**src/rtl/rr_reg_arbiter.sv**
```systemverilog
// Round-robin arbiter/sequencer sharing one W-bit falling-edge register among
// four requesters. One owner at a time, at most HOLD loads per ownership,
// priority rotates to the requester after the last owner.
module rr_reg_arbiter #(
    parameter int W    = 4,
    parameter int HOLD = 4
) (
    input  logic           c,
    input  logic           re,
    input  logic [3:0]     req,
    input  logic [4*W-1:0] d,
    output logic [3:0]     gnt,
    output logic [W-1:0]   q,
    output logic           qv,
    output logic           busy
);

    typedef enum logic [1:0] {
        IDLE = 2'd0,
        OWN  = 2'd1,
        GAP  = 2'd2
    } state_t;

    localparam logic [3:0] HOLD_CNT = 4'(HOLD);

    state_t       r_state;
    state_t       w_nextState;
    logic [1:0]   r_ptr;
    logic [1:0]   w_nextPtr;
    logic [1:0]   r_own;
    logic [1:0]   w_nextOwn;
    logic [3:0]   r_cnt;
    logic [3:0]   w_nextCnt;
    logic [1:0]   w_winner;
    logic         w_anyReq;
    logic         w_load;
    logic [W-1:0] r_q;
    logic         r_qv;

    // Find the first requester at or after the priority pointer (descending scan so the closest one wins).
    always_comb begin
        logic [1:0] idx;
        w_winner = r_ptr;
        w_anyReq = |req;
        for (int k = 3; k >= 0; k--) begin
            idx = r_ptr + 2'(k);
            if (req[idx]) begin
                w_winner = idx;
            end
        end
    end

    // Next-state logic: arbitrate in IDLE, count loads in OWN, spend one cycle in GAP.
    always_comb begin
        w_nextState = r_state;
        w_nextPtr   = r_ptr;
        w_nextOwn   = r_own;
        w_nextCnt   = r_cnt;
        w_load      = 1'b0;
        case (r_state)
            IDLE: begin
                if (w_anyReq) begin
                    w_nextState = OWN;
                    w_nextOwn   = w_winner;
                    w_nextCnt   = 4'd1;
                end
            end
            OWN: begin
                if (req[r_own]) begin
                    w_load = 1'b1;
                    if (r_cnt == HOLD_CNT) begin
                        w_nextState = GAP;
                        w_nextPtr   = r_own + 2'd1;
                    end else begin
                        w_nextCnt = r_cnt + 4'd1;
                    end
                end else begin
                    w_nextState = GAP;
                    w_nextPtr   = r_own + 2'd1;
                end
            end
            GAP: begin
                w_nextState = IDLE;
            end
            default: begin
                w_nextState = IDLE;
            end
        endcase
    end

    // Control state registers, updated on the falling edge like the shared register itself.
    always_ff @(negedge c or negedge re) begin
        if (!re) begin
            r_state <= IDLE;
            r_ptr   <= 2'd0;
            r_own   <= 2'd0;
            r_cnt   <= 4'd0;
        end else begin
            r_state <= w_nextState;
            r_ptr   <= w_nextPtr;
            r_own   <= w_nextOwn;
            r_cnt   <= w_nextCnt;
        end
    end

    // Shared register: load the owner's slice on granted edges with req still high; qv marks that load.
    always_ff @(negedge c or negedge re) begin
        if (!re) begin
            r_q  <= '0;
            r_qv <= 1'b0;
        end else begin
            if (w_load) begin
                r_q <= d[r_own*W +: W];
            end
            r_qv <= w_load;
        end
    end

    assign gnt  = (r_state == OWN) ? (4'b0001 << r_own) : 4'b0000;
    assign busy = (r_state != IDLE);
    assign q    = r_q;
    assign qv   = r_qv;

endmodule

```
**config.mk**
```make
export PLATFORM = sky130hd
export DESIGN_NAME = rr_reg_arbiter
export DESIGN_NICKNAME = d
export VERILOG_FILES = /design/src/rtl/rr_reg_arbiter.sv
export SDC_FILE = /design/constraint.sdc
export NUM_CORES = 1
export LEC_CHECK = 0
export BUFFER_PORTS_ARGS = -buffer_cell sky130_fd_sc_hd__buf_2
export CAP_MARGIN = 20
export CORE_UTILIZATION = 35
export CTS_BUF_LIST = sky130_fd_sc_hd__clkbuf_2 sky130_fd_sc_hd__clkbuf_4 sky130_fd_sc_hd__clkbuf_8
export CTS_CLUSTER_DIAMETER = 200
export DETAILED_ROUTE_END_ITERATION = 16
export GPL_ROUTABILITY_DRIVEN = 0
export GPL_TIMING_DRIVEN = 0
export PLACE_DENSITY_LB_ADDON = 0.15
export SYNTH_ARGS = -nofsm -noshare
export SYNTH_HDL_FRONTEND = slang
export SYNTH_SLANG_ARGS = --single-unit
```
**constraint.sdc**
```tcl
create_clock -name c -period 2.3 [get_ports c]
set_input_delay 0.23 -clock c [delete_from_list [all_inputs] [get_ports c]]
set_output_delay 0.23 -clock c [all_outputs]
set_load 0.05 [all_outputs]
```
# After elaboration in Yosys (flattened, before gate mapping)
# Cells that the tools add are included.
# Widths: inputs -> output; s select.
[word_totals]
ff_bits = 15
input_bits = 22
out_inout_bits = 10
elab_cells = 60
[op_classes]
n_addsub = 5
magnitude_cmp = 5
n_eq_ne = 7
shifts = 2
mux = 27
reduce_logical = 8
[ops]
columns = ["op", "count"]
rows = [
  ["$mux 2", 9],
  ["$mux 4", 4],
  ["$shiftx 16x5->4", 1],
  ["$lt 2x3->1 const B", 5],
  ["$bmux 1 s2", 5],
  ["$pmux 4 s2", 1],
  ["$mux 1", 7],
  ["$ne 2x2->1 const B", 3],
  ["$reduce_and 2->1", 3],
  ["$add 2x1->2 const B", 2],
  ["$add 2x2->2 const B", 2],
  ["$add 4x1->4 const B", 1],
  ["$eq 4x3->1 const B", 1],
  ["$pmux 2 s2", 1],
  ["$reduce_and 4->1", 1],
  ["$reduce_bool 2->1", 2],
  ["$reduce_or 4->1", 1],
  ["$shl 1x2->4 const A", 1],
  ["$ne 3x3->1 const B", 1],
  ["$eq 2x1->1 const B", 1],
  ["$logic_not 2->1", 1],
  ["$ne 2x1->1 const B", 1],
]

# Depth between registers and ports, before layout
# Gate-level depths: netlist of the first run.
[depth]
ltp_word = 7
depth_mapped = 6
mapped_depth_nobuf = 6

==> impl_results.md, run 1 <==
- Status: finished, violations left
- Failing checks: setup timing
- Leakage: approximately 0.7 nW
- Worst Path Required: about 2.1 ns
- # diodes: 0
- Cts bufs inserted: 3
- Largest net degree at the start of global routing: 16
- Worst-path clk slew: ~0.060 ns
- Rows: 18
- Flop pwr share: 0.242
- Inst Count DP: around 150
- Layout net count: between 150 and 200
- Crit Path Class: reg2out
- Comb pwr share: 0.673
- #FFs+latches synth: 15
- Worst setup endpoint: gnt[2]
- Clock Latency Late Sink: 0.29 ns
- H-tree Lvls: 1
- Worst hold slack: between 0.4 and 0.5 ns
- Global-route wire length before repair: roughly 3.4 mm
- R2R depth: 6
- Syn Nets: between 100 and 150
- YS warnings: 0
- Worst setup margin: -0.3929 ns
- Final hold violation count: 0
- Post-Layout Cell Count: 158
- 1st-iter DRT viols: 7
- Synth Area in Compound Gates: 0.1015
- Post-synthesis mux area share: 0.2398
- Slowest CP cell: dfrtn_1
- DR pass1 iterations: 2
- Total GRT Usage: 0.1682
- R2r endpoint: r_ptr[1]
- CTS sink count: 15
- Post-route antenna net violation count: 0
- CTS Buffer Depth: 2
- Combinational family with the most area after synthesis: multiplexers
- Post-synthesis simple-gate area fraction: 0.1497
- NetSw: around 0.93 mW
- Post-Synthesis Cell Area: just under 0.001 mm^2
- Initial Util: 0.3840
- RSZ-0062 raised after global routing: yes
- Met3 Usage GRT: 0.06011
- Path category of the worst min-delay check: reg2reg
- PortBufs: 31
- TritonCTS clock tree: done
- Critical path arrival: about 2.5 ns
- Residual DRC: 0
- Hold_buf cts: 0
- Die width: 55.08 um
- Drt wl/cell: about 14 um
- Layout cells sized above 1: 0.5156
- Initial antenna violation count: 0
- Seq/Total Area, Yosys: 0.3807
- Die area: between 0.003 and 0.004 mm^2
- Finished Cell Area: 0.001420 mm^2
- Int Power: approximately 1.1 mW
- Vias/cell: around 5.2
- Finish-stage setup viols: 5
- Root buf cell: clkbuf_4
- GR Layer Usage met1: 0.2081
- Worst-Margin Slew: roughly 0.39 ns
- Crit. Startpoint: r_own[0]
- Sw Share: 0.4542
- Critical Path, Cell by Cell: clkbuf_8, inv_6, ha_4, and2_4, buf_6
- Max stage delay on crit path: about 0.43 ns
- Hpwl dp: ~1.5 mm
- Placement Setup Slack: -0.3128 ns
- Max-cap viol count: 0
- Post-synthesis cell type count: 32
- XOR/XNOR Fraction of Synth Area: 0
- Average cell area after synthesis: ~12 um^2
- Worst R2R Setup Slack: slightly above 0.4 ns
- Clock skew: ~0.0015 ns
- Synth Instances: 85
- Core Footprint: between 0.002 and 0.003 mm^2
- Vias in the first global route: 736
- Peak supply drop: between 800 and 900 uV
- Core Util, Final: 0.5531
- Synth Area in Adders: 0.07614
- Met2 global-route usage: 0.2671
- Nature of the critical path endpoint: output port
- Die height: 55.08 um
- Worst Setup Start Kind: flip-flop
- Grt peak-use layer: met2
- Clock share of power: 0.084
- Worst-path fanout max: 3
- Num ports: 32
- PwrDens: roughly 1400 mW/mm^2
- Area growth syn-to-layout: 44.04%
- Relative slew slack: 0.7322
- Post-Route WL: ~2.2 mm
- R2r startpoint: r_cnt[0]
- Residual overflow from global routing: 0
- Routed via count: 825
- Post-DP Area: about 0.0012 mm^2
- Final slew viol count: 0
## how the worst min path moves through the flow
stage | from | to | slack (ns) | cells past startpoint
finish | r_cnt[3] | r_cnt[3] | 0.43 | 1
global route | r_cnt[3] | r_cnt[3] | 0.44 | 1
CTS | r_cnt[3] | r_cnt[3] | 0.42 | 1
floorplan | r_cnt[3] | r_cnt[3] | 0.38 | 1
detailed placement | r_cnt[3] | r_cnt[3] | 0.42 | 1
global placement | r_cnt[3] | r_cnt[3] | 0.40 | 1
## per-stage QoR
step	setup TNS, ns	total power [mW]
after floorplan	-0.2153	1.381
after global placement	-3.770	1.587
after detailed placement	-3.809	1.614
after CTS	-1.744	1.998
after global routing	-1.982	2.200
final	-1.736	2.052
## what timing repair did
action,4_1_cts,5_1_grt
gates resized for setup,22,5
pin swaps,0,1
hold endpoints to repair,0,0
setup buffers,7,1
setup endpoints to repair,10,18
## sequential cells by signal (all words and copies together) (netlist names)
register,flops
r_cnt,4
qv,1
r_state,2
r_own,2
q,4
r_ptr,2
## layer usage
| metal | wire length [um] | share of wire |
|---|---|---|
| met3 | 80 | 0.036 |
| met2 | 1145 | 0.52 |
| met1 | 939 | 0.43 |
| met4 | 35 | 0.016 |
| met5 | 0 | 0 |
## cells by family after synthesis
group	Yosys count
compound gates	13
fa+ha+maj	6
flops	15
buf+inv	9
simple gates	26
mux	16
## critical path: cells and delay by family, from the launching register on
kind	cells	cell delay, ns
adder cells (fa/ha/maj)	1	0.14
buffers and inverters	3	0.33
flip-flops	1	0.43
AND/OR/NAND/NOR	1	0.12
## cells in the final DEF (no fill, tap or decap), types with 3 or more instances in the layout
master     n
ha_4       3
nand2_1    4
dfrtn_1   15
mux2i_1    6
and2_4     4
clkbuf_4   4
nand2b_1   3
buf_2     21
a21oi_1    4
nor2_1     3
mux2_2     4
ha_1       3
buf_6      8
inv_1      4
mux4_1     4
buf_4      9
nand3b_1   3
## synth_stat cells, drive strengths merged
master   count  share of area
nand2b       3          0.019
a311oi       1          0.015
o2bb2ai      1          0.015
o21ai        1         0.0051
ha           6          0.076
o211ai       1         0.0076
a211oi       1         0.0076
nor4         1         0.0063
a21oi        4          0.020
mux4         4           0.11
nand3        2          0.010
a22oi        1         0.0076
nor2b        1         0.0063
and2         4          0.025
clkbuf       1          0.014
mux2i        6          0.061
dfrtn       15           0.38
nor3         2          0.015
and3         1         0.0063
a21o         1         0.0076
nand2        4          0.015
a31o         1         0.0089
inv          7          0.027
nor2         4          0.015
nand3b       3          0.023
o22ai        1         0.0063
buf          1          0.011
nor3b        1         0.0076
mux2         6          0.072
## cell type report
type | instances | area, um^2
fill | 252 | 1147
multi-input combinational | 61 | 634.4
sequential | 15 | 375.4
timing repair buffer | 39 | 281.5
tap | 30 | 37.54
inverter | 7 | 36.28
clock buffer | 4 | 30.03
buffer | 2 | 25.02
## power groups by stage
stage / combinational (mW) / clock, mW / sequential, mW
after floorplan: 0.747 / 0 / 0.634
after global placement: 1.09 / 0 / 0.500
after detailed placement: 1.11 / 0 / 0.506
after CTS: 1.33 / 0.177 / 0.489
after global routing: 1.50 / 0.187 / 0.516
final: 1.38 / 0.173 / 0.497
No activity file was read; power rests on OpenSTA's default activity.
==> run 2: changes to the inputs <==
- CAP_MARGIN: 20 -> 40
- CORE_UTILIZATION: 35 -> 48
- PLACE_DENSITY: default -> 0.76
- PLACE_DENSITY_LB_ADDON: 0.15 -> default
==> impl_results.md, run 2 (same netlist as run 1, synthesis figures left out) <==
- Drt wl/cell: about 16 um
- Worst R2R Setup Slack: 0.46 ns
- Global-route wire length before repair: 3.753 mm
- Hold Crit Endpoint: r_cnt[2]
- Sw Share: 0.4580
- Layout cells sized above 1: 0.5420
- Clock Latency Late Sink: between 0.2 and 0.3 ns
- TritonCTS clock tree: done
- Post-Layout Cell Count: approximately 160
- Worst Setup Start Kind: flip-flop
- Critical path arrival: about 2.5 ns
- Worst-Margin Slew: between 0.3 and 0.4 ns
- Post-Route WL: 2.566 mm
- Worst Path Required: 2.07 ns
- Worst-path clk slew: about 0.070 ns
- Placement Setup Slack: -0.3724 ns
- Residual overflow from global routing: 0
- Relative slew slack: 0.7568
- CTS sink count: 15
- Root buf cell: clkbuf_4
- R2r endpoint: r_ptr[1]
- Failing checks: setup timing
- NetSw: 0.9738 mW
- Initial antenna violation count: 0
- Peak supply drop: 880.5 uV
- Worst-path fanout max: 3
- Finish-stage setup viols: 5
- DR pass1 iterations: 4
- CTS Buffer Depth: 2
- Hold_sp: r_cnt[2]
- Hold Path Cell Cnt: 1
- Initial Util: 0.5077
- Die width: ~47 um
- Comb pwr share: 0.688
- Cts bufs inserted: 3
- Most frequent cells in the layout: buf_2 (19), dfrtn_1 (15), buf_6 (11), buf_4 (11), mux2i_1 (5)
- Int Power: 1.152 mW
- R2r startpoint: r_own[1]
- Clock skew: around 0.0014 ns
- Path category of the worst min-delay check: reg2reg
- Total GRT Usage: 0.2591
- Flop pwr share: 0.237
- PwrDens: 1456 mW/mm^2
- RSZ-0062 raised after global routing: yes
- Residual DRC: 0
- Max-cap viol count: 0
- Leakage: between 0.7 and 0.8 nW
- Nature of the critical path endpoint: output port
- Status: finished, violations left
- Vias in the first global route: about 800
- Crit Path Class: reg2out
- Core Footprint: about 0.002 mm^2
- Layout net count: 160
- # diodes: 0
- Area growth syn-to-layout: 48.10%
- H-tree Lvls: 1
- Commonest non-fill, non-tap cell in the layout: buf_2
- Inst Count DP: approximately 140
- 1st-iter DRT viols: 26
- Die area: about 0.0022 mm^2
- R2R depth: 6
- Fillers: between 100 and 150
- Vias/cell: roughly 5.4
- Final slew viol count: 0
- Rows: 16
- Final hold violation count: 0
- Post-route antenna net violation count: 0
- Routed via count: 850
- Largest net degree at the start of global routing: 16
- Num ports: 32
- Die height: between 40 and 50 um
- PortBufs: 31
- Clock share of power: 0.075
- Hpwl dp: 1.725 mm
- Worst setup margin: -0.4381 ns
-- run 2: cell count changes in the layout (fill, tap and decap cells not counted), sizes merged --
| cell | previous run | this run |
|---|---|---|
| clkbuf | 5 | 4 |
| clkinv | 0 | 1 |
| buf | 40 | 43 |
-- run 2: through the flow --
stage / TNS, ns / power, mW / instance area [um^2] / hold WS, ns / utilization
floorplan: -0.2153 / 1.381 / 1039 / 0.3765 / -
global placement: -3.762 / 1.580 / 1227 / 0.4059 / 0.6321
detailed placement: -4.450 / 1.636 / 1227 / 0.4165 / 0.6321
CTS: -1.790 / 2.094 / 1434 / 0.4271 / 0.7384
global route: -2.084 / 2.259 / 1460 / 0.4585 / 0.7519
finish: -1.858 / 2.126 / 1460 / 0.4235 / 0.7519
-- run 2: worst max-delay path by stage --
stage,from,cells past startpoint,slack (ns),endpoint
finish,r_own[0],5,-0.44,gnt[0]
global route,r_own[0],5,-0.47,gnt[0]
CTS,r_own[1],5,-0.42,gnt[0]
detailed placement,req[3],4,-0.37,r_ptr[1]
global placement,req[3],4,-0.32,r_ptr[1]
floorplan,r_own[1],4,-0.06,gnt[1]
-- run 2: critical path, stage by stage, from the launching register on --
cell	delay (ns)
dfrtn_1	0.45
clkbuf_8	0.16
inv_6	0.04
ha_4	0.15
and2_4	0.13
buf_6	0.14
-- run 2: repair_timing --
item,4_1_cts,5_1_grt
hold buffers,0,0
pin swaps,2,1
buffers inserted,11,0
gates resized for setup,26,8
setup endpoints to repair,16,11
-- run 2: layout make-up --
class	instances	area (um^2)	area share
Buffer	2	25.02	0.01714
Clock buffer	3	22.52	0.01542
Sequential cell	15	375.4	0.2571
Tap cell	27	33.78	0.02314
Inverter	7	33.78	0.02314
Timing Repair Buffer	42	320.3	0.2194
Clock inverter	1	5.005	0.003428
Multi-Input combinational cell	61	644.4	0.4413
-- run 2: layer usage --
layer	vias to the layer above	global-route usage	share of wire
met5	-	0	0
met4	0	0.1429	0.013
met3	4	0.05385	0.066
met2	38	0.4466	0.51
met1	404	0.2962	0.41
li1	404	-	-
-- run 2: power groups by stage --
stage	Sequential (mW)	Combinational, mW	Clock [mW]
6_report	0.504	1.46	0.159
5_1_grt	0.518	1.57	0.171
4_1_cts	0.496	1.44	0.162
3_5_place_dp	0.511	1.13	0
3_3_place_gp	0.499	1.08	0
2_1_floorplan	0.634	0.747	0
